===== config.mk =====
export PLATFORM = sky130hd
export DESIGN_NAME = mdu_sequencer
export DESIGN_NICKNAME = d
export VERILOG_FILES = /design/src/rtl/mdu_sequencer_pkg.sv /design/src/rtl/mdu_sequencer.sv
export SDC_FILE = /design/constraint.sdc
export NUM_CORES = 1
export LEC_CHECK = 0
export CAP_MARGIN = 30
export CORE_MARGIN = 1
export CORE_UTILIZATION = 42
export CTS_BUF_LIST = sky130_fd_sc_hd__clkbuf_4 sky130_fd_sc_hd__clkbuf_8
export DETAILED_ROUTE_END_ITERATION = 12
export PLACE_DENSITY = 0.88
export SKIP_CTS_REPAIR_TIMING = 1
export SLEW_MARGIN = 20
export SYNTH_ARGS = -nofsm -noshare
export SYNTH_HDL_FRONTEND = slang
export SYNTH_SLANG_ARGS = --single-unit

===== constraint.sdc =====
create_clock -name clk -period 2.25 [get_ports clk]
set_clock_uncertainty 0.2 [all_clocks]
set_input_delay 0.45 -clock clk [delete_from_list [all_inputs] [get_ports clk]]
set_output_delay 0.45 -clock clk [all_outputs]
set_load 0.02 [all_outputs]

===== src/rtl/mdu_sequencer_pkg.sv =====
// -----------------------------------------------------------------------------
// mdu_sequencer_pkg
// Shared definitions for the MDU sequencer. It contains the R-type opcode, the
// HI/LO-class funct codes and the sequencer state encoding. Every decode in
// mdu_sequencer uses these names, so the file has no local magic numbers.
// -----------------------------------------------------------------------------
package mdu_sequencer_pkg;

    // R-type opcode and the funct codes of the HI/LO-class instructions
    localparam logic [5:0] IRTYPE = 6'b000000;
    localparam logic [5:0] FMFHI  = 6'h10;
    localparam logic [5:0] FMTHI  = 6'h11;
    localparam logic [5:0] FMFLO  = 6'h12;
    localparam logic [5:0] FMTLO  = 6'h13;
    localparam logic [5:0] FMULT  = 6'h18;
    localparam logic [5:0] FMULTU = 6'h19;
    localparam logic [5:0] FDIV   = 6'h1A;
    localparam logic [5:0] FDIVU  = 6'h1B;

    typedef enum logic [1:0] {
        SIDLE = 2'd0,
        SBUSY = 2'd1,
        SDONE = 2'd2
    } mdu_state_t;

endpackage


===== src/rtl/mdu_sequencer.sv =====
// -----------------------------------------------------------------------------
// mdu_sequencer
// Launches MULT/MULTU/DIV/DIVU from the E stage and counts the fixed MDU
// latency. It pulses hilo_we when the result is ready. While the MDU or HI/LO
// is not yet available, it stalls any HI/LO-class instruction in E.
//
// Ports
//   clk, rst        pipeline clock, asynchronous active-high reset
//   E_valid         E slot holds a real instruction
//   E_op, E_funct   E-stage opcode / funct
//   F/D/E_stall     hold PC, IF/ID, ID/EX (ORed with load-use stalls outside)
//   M_bubble        insert a NOP into EX/MEM
//   mdu_start       one-cycle launch pulse; mdu_div / mdu_signed qualify it
//   hilo_we         one-cycle HI/LO write of the MDU result
//   busy            sequencer is not idle
// -----------------------------------------------------------------------------
module mdu_sequencer
    import mdu_sequencer_pkg::*;
#(
    parameter int MUL_LAT = 4,   // BUSY cycles for MULT/MULTU (1..63)
    parameter int DIV_LAT = 32   // BUSY cycles for DIV/DIVU  (1..63)
) (
    input  logic       clk,
    input  logic       rst,
    input  logic       E_valid,
    input  logic [5:0] E_op,
    input  logic [5:0] E_funct,
    output logic       F_stall,
    output logic       D_stall,
    output logic       E_stall,
    output logic       M_bubble,
    output logic       mdu_start,
    output logic       mdu_div,
    output logic       mdu_signed,
    output logic       hilo_we,
    output logic       busy
);

    localparam logic [5:0] MUL_CNT = 6'(MUL_LAT - 1);
    localparam logic [5:0] DIV_CNT = 6'(DIV_LAT - 1);

    mdu_state_t state;
    logic [5:0] cnt;

    logic is_hilo;     // any HI/LO-class instruction in E
    logic is_mdu;      // MULT/MULTU/DIV/DIVU in E
    logic dec_div;
    logic dec_signed;
    logic hazard;
    logic launch;

    // NOTE: every output of an always_comb gets a default first, so no path
    // leaves a value unassigned. Without the defaults a latch would be inferred.
    always_comb begin
        is_hilo    = 1'b0;
        is_mdu     = 1'b0;
        dec_div    = 1'b0;
        dec_signed = 1'b0;
        if (E_valid && E_op == IRTYPE) begin
            unique case (E_funct)
                FMULT:  begin is_hilo = 1'b1; is_mdu = 1'b1; dec_signed = 1'b1; end
                FMULTU: begin is_hilo = 1'b1; is_mdu = 1'b1; end
                FDIV:   begin is_hilo = 1'b1; is_mdu = 1'b1; dec_div = 1'b1; dec_signed = 1'b1; end
                FDIVU:  begin is_hilo = 1'b1; is_mdu = 1'b1; dec_div = 1'b1; end
                FMFHI, FMFLO, FMTHI, FMTLO: is_hilo = 1'b1;
                default: ;
            endcase
        end
    end

    // A launch is possible only from IDLE. Gating with rst keeps every output
    // at 0 while reset is held, even when E holds an MDU instruction.
    assign launch = (state == SIDLE) && is_mdu && !rst;
    assign hazard = (state != SIDLE) && is_hilo;

    assign F_stall    = hazard;
    assign D_stall    = hazard;
    assign E_stall    = hazard;
    assign M_bubble   = hazard;
    assign mdu_start  = launch;
    assign mdu_div    = launch && dec_div;
    assign mdu_signed = launch && dec_signed;
    assign hilo_we    = (state == SDONE);
    assign busy       = (state != SIDLE);

    // NOTE: sequential state uses non-blocking assignments, so all flops
    // sample their inputs from before the edge and update together.
    always_ff @(posedge clk or posedge rst) begin
        if (rst) begin
            state <= SIDLE;
            cnt   <= 6'd0;
        end else begin
            unique case (state)
                SIDLE: begin
                    if (launch) begin
                        state <= SBUSY;
                        cnt   <= dec_div ? DIV_CNT : MUL_CNT;
                    end
                end
                // cnt counts down from LAT-1, so BUSY lasts exactly LAT cycles
                SBUSY: begin
                    if (cnt == 6'd0) state <= SDONE;
                    else             cnt   <= cnt - 6'd1;
                end
                SDONE:   state <= SIDLE;
                default: state <= SIDLE;
            endcase
        end
    end

endmodule


==> impl_metrics.prom, run 1 <==
# TYPE chip_impl_metric gauge
chip_impl_info{name="hold_path_class",value="in2async"} 1
chip_impl_metric{name="clk_latency",unit="ps"} 260
chip_impl_metric{name="dieArea",unit="µm²"} 1470
chip_impl_metric{name="timing.final.crit_period",unit="ps"} 2390
chip_impl_metric{name="setup_violations",unit=""} 7
chip_impl_metric{name="crit_path_max_incr_delay",unit="ps"} 520
chip_impl_metric{name="postSynthRegisterBits",unit=""} 8
chip_impl_metric{name="grt_usage",unit="%"} 22.8
chip_impl_info{name="critical_path.reg2reg.startpoint",value="state[1]"} 1
chip_impl_metric{name="worst-path-max-fanout",unit=""} 3
chip_impl_metric{name="power.density",unit="nW/µm²"} 414
chip_impl_metric{name="met3_wirelength_from_detailed_routing",unit="µm"} 162
chip_impl_info{name="path_cells",value="dlymetal6s2s_1, or4b_4, nor4_4, nor2b_4, buf_6"} 1
chip_impl_metric{name="place_hpwl",unit="µm"} 1190
chip_impl_metric{name="finalCoreUtilization",unit="%"} 76.5
chip_impl_metric{name="finalCritPeriodShare",unit="%"} 106
chip_impl_metric{name="buffer_ports.inserted",unit=""} 23
chip_impl_metric{name="die-width",unit="µm"} 38.3
chip_impl_info{name="violations",value="hold timing, setup timing"} 1
chip_impl_metric{name="post_synth_inst_count",unit=""} 60
chip_impl_metric{name="avgViaCountPerCell",unit=""} 5.49
chip_impl_metric{name="wl_met1",unit="µm"} 616
chip_impl_metric{name="clock_transition_at_the_registers_of_the_reported_paths",unit="ps"} 50
chip_impl_metric{name="first_global_vias",unit=""} 571
chip_impl_info{name="synth.most_common_cell",value="sky130_fd_sc_hd__dfrtp_1"} 1
chip_impl_info{name="synth.top_cells.by_count",value="8 x sky130_fd_sc_hd__dfrtp_1, 6 x sky130_fd_sc_hd__nand2_1, 4 x sky130_fd_sc_hd__nor2_1"} 1
chip_impl_metric{name="yosys.area.top_type_share",unit="%"} 36.2
chip_impl_metric{name="antenna_found_initial",unit=""} 0
chip_impl_info{name="unrepaired_setup_endpoints_after_global_routing",value="true"} 1
chip_impl_metric{name="transition_time_at_the_pin_with_the_least_slew_margin",unit="ps"} 425
chip_impl_metric{name="placedInstanceArea",unit="µm²"} 870
chip_impl_metric{name="sequential_standard_cell_area",unit="µm²"} 200
chip_impl_metric{name="timing.critical_path.buf_inv",unit=""} 2
chip_impl_metric{name="antenna_diode_instance_count",unit=""} 0
chip_impl_metric{name="antenna_left",unit=""} 0
chip_impl_metric{name="maxCapViolations",unit=""} 0
chip_impl_metric{name="leakagePower",unit="nW"} 0.475
chip_impl_metric{name="synth.yosys.warnings",unit=""} 0
chip_impl_metric{name="synth.cell_area",unit="µm²"} 553
chip_impl_metric{name="final_net_count",unit=""} 112
chip_impl_metric{name="ys_async_sr_fraction",unit="%"} 100
chip_impl_metric{name="crit_arrival",unit="ps"} 1740
chip_impl_metric{name="synth_seq_area_share",unit="%"} 36.2
chip_impl_metric{name="maxSlewViolCount",unit=""} 0
chip_impl_metric{name="synth_enable_flop_cells",unit=""} 0
chip_impl_metric{name="finalWeightedCongestion",unit=""} 0.789
chip_impl_metric{name="drc",unit=""} 0
chip_impl_metric{name="max_transition_margin",unit="%"} 71.4
chip_impl_metric{name="global_route_wire_length_before_repair",unit="µm"} 2230
chip_impl_info{name="post_synth_top_area_cell",value="sky130_fd_sc_hd__dfrtp_1"} 1
chip_impl_metric{name="synth.lib_cells_used.distinct",unit=""} 32
chip_impl_info{name="top_layer_used",value="met4"} 1
chip_impl_metric{name="max_freq",unit="MHz"} 419
chip_impl_info{name="crit-reg2reg-capture",value="cnt[1]"} 1
chip_impl_info{name="worst_path_dominant_cell_family",value="simple AND/OR/NAND/NOR gates"} 1
chip_impl_metric{name="dr_wl_met2",unit="µm"} 723
chip_impl_metric{name="largest_net_degree_at_the_start_of_global_routing",unit=""} 9
chip_impl_metric{name="finalInstanceArea",unit="µm²"} 896
chip_impl_info{name="run_status",value="finished with violations"} 1
chip_impl_metric{name="worst_slack",unit="ps"} -138
chip_impl_info{name="startpoint",value="E_op[4]"} 1
chip_impl_metric{name="fp.dieH",unit="µm"} 38.3
chip_impl_metric{name="worstSetupPathDepth",unit=""} 5
chip_impl_metric{name="standard_cell_row_count",unit=""} 12
chip_impl_info{name="setup.worst_path.class",value="in2out"} 1
chip_impl_info{name="endpoint_kind",value="primary output"} 1
chip_impl_metric{name="cts_made_buffers",unit=""} 3
chip_impl_metric{name="h-tree-depth",unit=""} 1
chip_impl_metric{name="drtPass1Iterations",unit=""} 4
chip_impl_info{name="timing.critical_path.from_type",value="primary input"} 1
chip_impl_metric{name="synthesis.area_per_instance",unit="µm²"} 9.22
chip_impl_metric{name="cts-root-to-sink-buffers",unit=""} 2
chip_impl_info{name="clk_root_buffer_cell",value="sky130_fd_sc_hd__clkbuf_4"} 1
chip_impl_info{name="setup_crit_end",value="mdu_signed"} 1
chip_impl_metric{name="vdd_drop_max",unit="mV"} 0.317
chip_impl_metric{name="syn_nets",unit=""} 77
chip_impl_metric{name="hold_violation_total_from_the_final_report",unit=""} 8
chip_impl_metric{name="detail_route.wirelength",unit="µm"} 1530
chip_impl_metric{name="detail_route.wl_per_cell",unit="µm"} 14.3
chip_impl_info{name="crit_path_slowest_cell",value="sky130_fd_sc_hd__or4b_4"} 1
chip_impl_metric{name="area_overhead_of_the_layout_relative_to_synthesis",unit="%"} 62.0
chip_impl_info{name="synth_flop_type",value="sky130_fd_sc_hd__dfrtp_1"} 1
chip_impl_metric{name="vias",unit=""} 587
chip_impl_metric{name="num_io_pins",unit=""} 24
chip_impl_metric{name="area_used_by_multi_input_combinational_logic",unit="µm²"} 353
chip_impl_metric{name="detail_route.iter0.violations",unit=""} 15
chip_impl_metric{name="totalNegativeSetupSlack",unit="ps"} -719
chip_impl_info{name="cell_types_with_the_largest_area_share_after_synthesis",value="sky130_fd_sc_hd__dfrtp_1 36%, sky130_fd_sc_hd__ha_1 4.5%, sky130_fd_sc_hd__buf_4 4.1%"} 1
chip_impl_metric{name="timing.critical_path.required",unit="ps"} 1600
chip_impl_metric{name="n_fill_cell",unit=""} 89
chip_impl_metric{name="coreArea",unit="µm²"} 1170
chip_impl_metric{name="power",unit="mW"} 0.370
chip_impl_metric{name="cts.sink_count",unit=""} 8
chip_impl_metric{name="grt_overflow",unit=""} 0
chip_impl_info{name="tritoncts_clock_tree",value="built"} 1
chip_impl_metric{name="timing.reg2reg.setup_slack",unit="ps"} 180
chip_impl_metric{name="final.hold.worst_slack",unit="ps"} -25.5
chip_impl_metric{name="final_layout_size_suffix_gt1_share",unit="%"} 38.7
chip_impl_metric{name="rr_worst_depth",unit=""} 6
chip_impl_metric{name="floorplan.initialDensity",unit="%"} 47.2
## layout make-up
| cell class | instances | area share [%] |
|---|---|---|
| clock buffer | 3 | 2.51 |
| inverter | 4 | 1.68 |
| timing repair buffer | 33 | 32.1 |
| tap | 14 | 1.96 |
| multi-input combinational | 45 | 39.4 |
| sequential | 8 | 22.3 |
## per-layer routing
metal | global-route usage, % | vias to the layer above
met5 | 0 | -
met4 | 17.0 | 0
met3 | 5.81 | 5
met2 | 39.8 | 27
met1 | 22.8 | 268
li1 | - | 287
## cells in the final DEF, fill, tap and decap left out, drive strengths merged
| master | Yosys | layout |
|---|---|---|
| buf | 3 | 13 |
| clkbuf | 0 | 10 |
| dfrtp | 8 | 8 |
| dlymetal6s2s | 0 | 8 |
| nand2 | 6 | 6 |
| clkdlybuf4s50 | 0 | 5 |
| nor2 | 4 | 4 |
| inv | 4 | 4 |
| nor4 | 3 | 3 |
| nor2b | 3 | 3 |
| or4b | 2 | 2 |
| o21ai | 2 | 2 |
| o211ai | 2 | 2 |
| a41oi | 2 | 2 |
| and2 | 2 | 2 |
| a31oi | 2 | 2 |
| ha | 2 | 2 |
| nor3 | 2 | 2 |
| a21oi | 2 | 2 |
| or2b | 1 | 1 |
| nand3 | 1 | 1 |
| nand2b | 1 | 1 |
| or4 | 1 | 1 |
| nor3b | 1 | 1 |
| nand3b | 1 | 1 |
| o31ai | 1 | 1 |
| o22ai | 1 | 1 |
| and3 | 1 | 1 |
| or2 | 1 | 1 |
| a211oi | 1 | 1 |
## worst min-delay path by stage
stage               startpoint  endpoint  slack [ps]  depth (start not counted)
floorplan                  rst    cnt[0]          70                          1
global placement        cnt[5]    cnt[5]         280                          1
detailed placement      cnt[5]    cnt[5]         280                          1
CTS                        rst    cnt[4]         280                          2
global route               rst    cnt[4]          10                          2
finish                     rst    cnt[2]         -30                          2
## state kept, by name (all words and copies together) (netlist names)
signal / count
cnt: 6
state: 2
## worst register-to-register path: stages (launching register included)
cell and delay [ps]:
sky130_fd_sc_hd__dfrtp_1 380, sky130_fd_sc_hd__or4b_4 560, sky130_fd_sc_hd__buf_4 160, sky130_fd_sc_hd__nor4_4 280, sky130_fd_sc_hd__buf_4 200, sky130_fd_sc_hd__a211oi_1 50, sky130_fd_sc_hd__a31oi_1 160
## where the power goes
group | switching [mW] | internal (mW)
logic | 0.0376 | 0.0450
clock network | 0.0487 | 0.0610
registers | 0.0160 | 0.162
total | 0.102 | 0.268
## metrics by stage
stage          cells  setup WS [ps]
3_5_place_dp     103           -910
4_1_cts          106           -920
6_report         107           -138
5_1_grt          107           -195
3_3_place_gp     103           -891
2_1_floorplan     60          -98.1
## cells by family after synthesis
kind of cell | Yosys count | synth area share [%]
DFF | 8 | 36.2
buffers and inverters | 7 | 6.79
adders and majority gates | 2 | 4.52
AOI/OAI and AO/OA | 13 | 16.3
and+or+nand+nor | 30 | 36.2
No activity file was read; power rests on OpenSTA's default activity.
==> run 2, diff against run 1 <==
--- a/config.mk
+++ b/config.mk
@@ -5,12 +5,13 @@
 export SDC_FILE = /design/constraint.sdc
 export NUM_CORES = 1
 export LEC_CHECK = 0
-export CAP_MARGIN = 30
+export CAP_MARGIN = 10
 export CORE_MARGIN = 1
 export CORE_UTILIZATION = 42
 export CTS_BUF_LIST = sky130_fd_sc_hd__clkbuf_4 sky130_fd_sc_hd__clkbuf_8
 export DETAILED_ROUTE_END_ITERATION = 12
-export PLACE_DENSITY = 0.88
+export DONT_BUFFER_PORTS = 1
+export PLACE_DENSITY = 0.64
 export SKIP_CTS_REPAIR_TIMING = 1
 export SLEW_MARGIN = 20
 export SYNTH_ARGS = -nofsm -noshare
==> run 2 against run 1 <==
  * Fmax increased by 3.8%
  * Register-to-register slack improved by 150 ps
  * Critical path type unchanged
  * Sequential power about the same
  * The run ends with setup timing left
  * Utilization decreased by 20 points
==> impl_metrics.prom, run 2 (same netlist as run 1, synthesis figures left out) <==
# TYPE chip_impl_metric gauge
chip_impl_info{name="largest_registers",value="cnt: 6 flops, state: 2 flops"} 1
chip_impl_metric{name="timing.final.crit_period",unit="ps"} 2300
chip_impl_info{name="timing.critical_path.from_type",value="primary input"} 1
chip_impl_metric{name="totalNegativeSetupSlack",unit="ps"} -275
chip_impl_metric{name="largest_net_degree_at_the_start_of_global_routing",unit=""} 9
chip_impl_metric{name="final_net_count",unit=""} 87
chip_impl_metric{name="max_freq",unit="MHz"} 435
chip_impl_info{name="run_status",value="finished with violations"} 1
chip_impl_metric{name="finalCoreUtilization",unit="%"} 56.1
chip_impl_metric{name="first_global_vias",unit=""} 433
chip_impl_info{name="final_cell_mix",value="8 x sky130_fd_sc_hd__dfrtp_1, 7 x sky130_fd_sc_hd__buf_4, 6 x sky130_fd_sc_hd__nand2_1, 4 x sky130_fd_sc_hd__nor2_1"} 1
chip_impl_metric{name="grt_usage",unit="%"} 19.6
chip_impl_metric{name="area_overhead_of_the_layout_relative_to_synthesis",unit="%"} 18.8
chip_impl_metric{name="n_fill_cell",unit=""} 114
chip_impl_info{name="mostFrequentLayoutCell",value="sky130_fd_sc_hd__dfrtp_1"} 1
chip_impl_metric{name="avgViaCountPerCell",unit=""} 5.67
chip_impl_metric{name="leakagePower",unit="nW"} 0.279
chip_impl_metric{name="coreArea",unit="µm²"} 1170
chip_impl_metric{name="vias",unit=""} 465
chip_impl_metric{name="worst-path-max-fanout",unit=""} 4
chip_impl_metric{name="buffer_ports.inserted",unit=""} 0
chip_impl_metric{name="dieArea",unit="µm²"} 1470
chip_impl_info{name="violations",value="setup timing"} 1
chip_impl_metric{name="antenna_diode_instance_count",unit=""} 0
chip_impl_metric{name="vdd_drop_max",unit="mV"} 0.296
chip_impl_metric{name="antenna_found_initial",unit=""} 0
chip_impl_metric{name="detail_route.iter0.violations",unit=""} 25
chip_impl_metric{name="power.density",unit="nW/µm²"} 522
chip_impl_metric{name="maxCapViolations",unit=""} 0
chip_impl_info{name="unrepaired_setup_endpoints_after_global_routing",value="true"} 1
chip_impl_metric{name="hold_violation_total_from_the_final_report",unit=""} 0
chip_impl_metric{name="standard_cell_row_count",unit=""} 12
chip_impl_metric{name="global_route_wire_length_before_repair",unit="µm"} 1860
chip_impl_metric{name="finalCritPeriodShare",unit="%"} 102
chip_impl_metric{name="timing.critical_path.required",unit="ps"} 1600
chip_impl_metric{name="grt_overflow",unit=""} 0
chip_impl_info{name="endpoint_kind",value="primary output"} 1
chip_impl_metric{name="largest_register_ffs",unit=""} 6
chip_impl_info{name="setup.worst_path.class",value="in2out"} 1
chip_impl_metric{name="drc",unit=""} 0
chip_impl_metric{name="num_io_pins",unit=""} 24
chip_impl_info{name="clk_root_buffer_cell",value="sky130_fd_sc_hd__clkbuf_4"} 1
chip_impl_info{name="min-delay-start",value="E_funct[1]"} 1
chip_impl_metric{name="crit_arrival",unit="ps"} 1650
chip_impl_metric{name="cts.sink_count",unit=""} 8
chip_impl_metric{name="final_layout_size_suffix_gt1_share",unit="%"} 30.9
chip_impl_metric{name="place_hpwl",unit="µm"} 857
chip_impl_metric{name="drtPass1Iterations",unit=""} 4
chip_impl_metric{name="transition_time_at_the_pin_with_the_least_slew_margin",unit="ps"} 406
chip_impl_info{name="largest-register",value="cnt"} 1
chip_impl_metric{name="cts-root-to-sink-buffers",unit=""} 2
chip_impl_metric{name="clk_latency",unit="ps"} 260
chip_impl_info{name="startpoint",value="E_op[1]"} 1
chip_impl_info{name="hold_path_class",value="in2reg"} 1
chip_impl_metric{name="worst_slack",unit="ps"} -50.0
chip_impl_info{name="tritoncts_clock_tree",value="built"} 1
chip_impl_metric{name="maxSlewViolCount",unit=""} 0
chip_impl_metric{name="setup_violations",unit=""} 6
chip_impl_metric{name="h-tree-depth",unit=""} 1
chip_impl_metric{name="detail_route.wirelength",unit="µm"} 1130
chip_impl_metric{name="cts_made_buffers",unit=""} 3
chip_impl_metric{name="finalWeightedCongestion",unit=""} 0.821
chip_impl_metric{name="floorplan.initialDensity",unit="%"} 47.2
chip_impl_metric{name="max_transition_margin",unit="%"} 72.8
chip_impl_metric{name="die-width",unit="µm"} 38.3
chip_impl_metric{name="power",unit="mW"} 0.343
chip_impl_metric{name="antenna_left",unit=""} 0
chip_impl_metric{name="detail_route.wl_per_cell",unit="µm"} 13.8
chip_impl_metric{name="final.hold.worst_slack",unit="ps"} 154
chip_impl_info{name="critical_path.reg2reg.startpoint",value="state[0]"} 1
chip_impl_metric{name="fp.dieH",unit="µm"} 38.3
chip_impl_metric{name="clock_transition_at_the_registers_of_the_reported_paths",unit="ps"} 50
run 2: layout make-up:
class | instances | area (µm²) | area share (%)
Tap cell | 14 | 17.5 | 2.67
Timing Repair Buffer | 8 | 62.6 | 9.52
Sequential cell | 8 | 200 | 30.5
Multi-Input combinational cell | 45 | 339 | 51.6
Clock buffer | 3 | 22.5 | 3.43
Inverter | 4 | 15.0 | 2.29
run 2: metrics by stage:
step | worst slack [ps] | cell area, µm² | std cells
3_3_place_gp | -7.17 | 617 | 77
4_1_cts | -188 | 639 | 80
6_report | -50.0 | 657 | 82
2_1_floorplan | -98.1 | 577 | 60
5_1_grt | -106 | 657 | 82
3_5_place_dp | -46.7 | 617 | 77
run 2: critical path: stages:
cell,delay (ps)
sky130_fd_sc_hd__or4_4,560
sky130_fd_sc_hd__nor3_1,280
sky130_fd_sc_hd__and2_4,350
run 2: final timing paths:
check | endpoint | slack (ps) | cells after the start
min in group asynchronous | state[1] | 390 | 2
worst min register to register | cnt[5] | 290 | 1
worst min-delay path | cnt[2] | 150 | 2
worst max-delay path | E_stall | -50 | 3
max in group asynchronous | cnt[1] | 1220 | 2
worst max register to register | cnt[1] | 330 | 6
run 2: power by group:
| group | switching [mW] | internal (mW) |
|---|---|---|
| combinational | 0.0311 | 0.0254 |
| clock | 0.0487 | 0.0610 |
| sequential | 0.0147 | 0.162 |
| total | 0.0944 | 0.249 |
run 2: per-layer routing:
| metal | track usage, % | part of all wire (%) |
|---|---|---|
| met5 | 0 | 0 |
| met4 | 14.3 | 1.9 |
| met3 | 6.98 | 4.3 |
| met2 | 25.8 | 47 |
| met1 | 25.9 | 47 |
==> variant, RTL diff (config.mk and constraints of run 1) <==
Reset style: synchronous (`rst`), changed in one clocked block. Comments in the files are not updated.
--- a/src/rtl/mdu_sequencer.sv
+++ b/src/rtl/mdu_sequencer.sv
@@ -87,3 +87,3 @@
     // sample their inputs from before the edge and update together.
-    always_ff @(posedge clk or posedge rst) begin
+    always_ff @(posedge clk) begin
         if (rst) begin
Formal check against the unedited RTL: differs if rst is asserted again (counterexample within 4 cycles, from zero or initial values and one cycle with rst high); with rst held inactive, the same outputs for 10 cycles.
==> variant against run 1 <==
Critical path depth grew 1; die area grew 15%; power shrank 19%; final area grew 11%; sequential cell count is the same; first-iteration DRC count shrank 53%; hold slack gained 0.32 ns; count of clock-buffer cells in the layout is the same; synthesized area grew 15%; cell count grew 11%; routed wire length grew 9.5%; setup slack gained 0.17 ns; via count grew 12%; critical endpoint is now mdu_div; highest routed layer unchanged.
==> variant: results (changes against run 1) <==
Routed met1 length 671 um (+8.9%); gpl congestion 0.788 (-0.18%); Final HPWL DP 1280 um (+7.7%); Seq/Total Area, Yosys 25.1% (-11 points); Comb power 45.4 uW (-45%); end of the critical path mdu_div; final cell count without fillers 119 (+11%); Routed WL per cell 14.1 um (-1.6%); DP Worst Slack -0.630 ns (+0.280 ns); maximum vdd drop 322 uV (+1.8%); GRT Overall Usage 24.1% (+1.3 points); share of cells above drive strength 1 35.6% (-3.1 points); status complete, no violations; worst r2r src state[1]; fmax 0.452 GHz (+7.9%); CP startpoint E_op[1]; commonest cells in the netlist dfxtp_1 (8), a21oi_1 (7), nor2_1 (7); met2 usage 42.2% (+2.4 points); Synth Instances 71 (+18%); Hold Path Class reg -> reg; family with the most delay on the worst path buffers and inverters; met3 WL post-DR 174 um (+7.4%); met3 GRT Util 5.43% (-0.38 points); Critical Path Max Stage Delay 0.44 ns (-0.08 ns); reg2reg setup slack 0.54 ns (+0.36 ns); leakage 0.511 nW (+7.4%); first-pass GRT wire length 2510 um (+13%)
-- variant: cell type report --
class                   instances  area, sq um  area share [%]
well taps                      15         18.8            1.89
repair buffers                 35          327            32.9
flip-flops and latches          8          160            16.1
clock buffers                   3         22.5            2.27
multi-input cells              54          445            44.8
inverters                       4         20.0            2.02
-- variant: logic make-up (layout without fill, tap and decap cells) --
group	Yosys count	after routing	share of synthesized area, %
and+or+nand+nor	34	34	38.0
AOI/OAI and AO/OA	17	17	23.3
buffers and inverters	9	42	8.04
DFF	8	8	25.1
adders and majority gates	2	2	3.92
muxes	1	1	1.57
-- variant: stage by stage --
| stage | power (mW) | hold slack [ns] | setup TNS (ns) | instance area (sq um) |
|---|---|---|---|---|
| CTS | 0.304 | 0.295 | -4.12 | 953 |
| floorplan | 0.156 | 0.256 | 0 | 638 |
| detailed placement | 0.189 | 0.285 | -4.14 | 931 |
| finish | 0.300 | 0.299 | 0 | 993 |
| global route | 0.311 | 0.343 | -0.0163 | 993 |
| global placement | 0.189 | 0.277 | -3.85 | 931 |
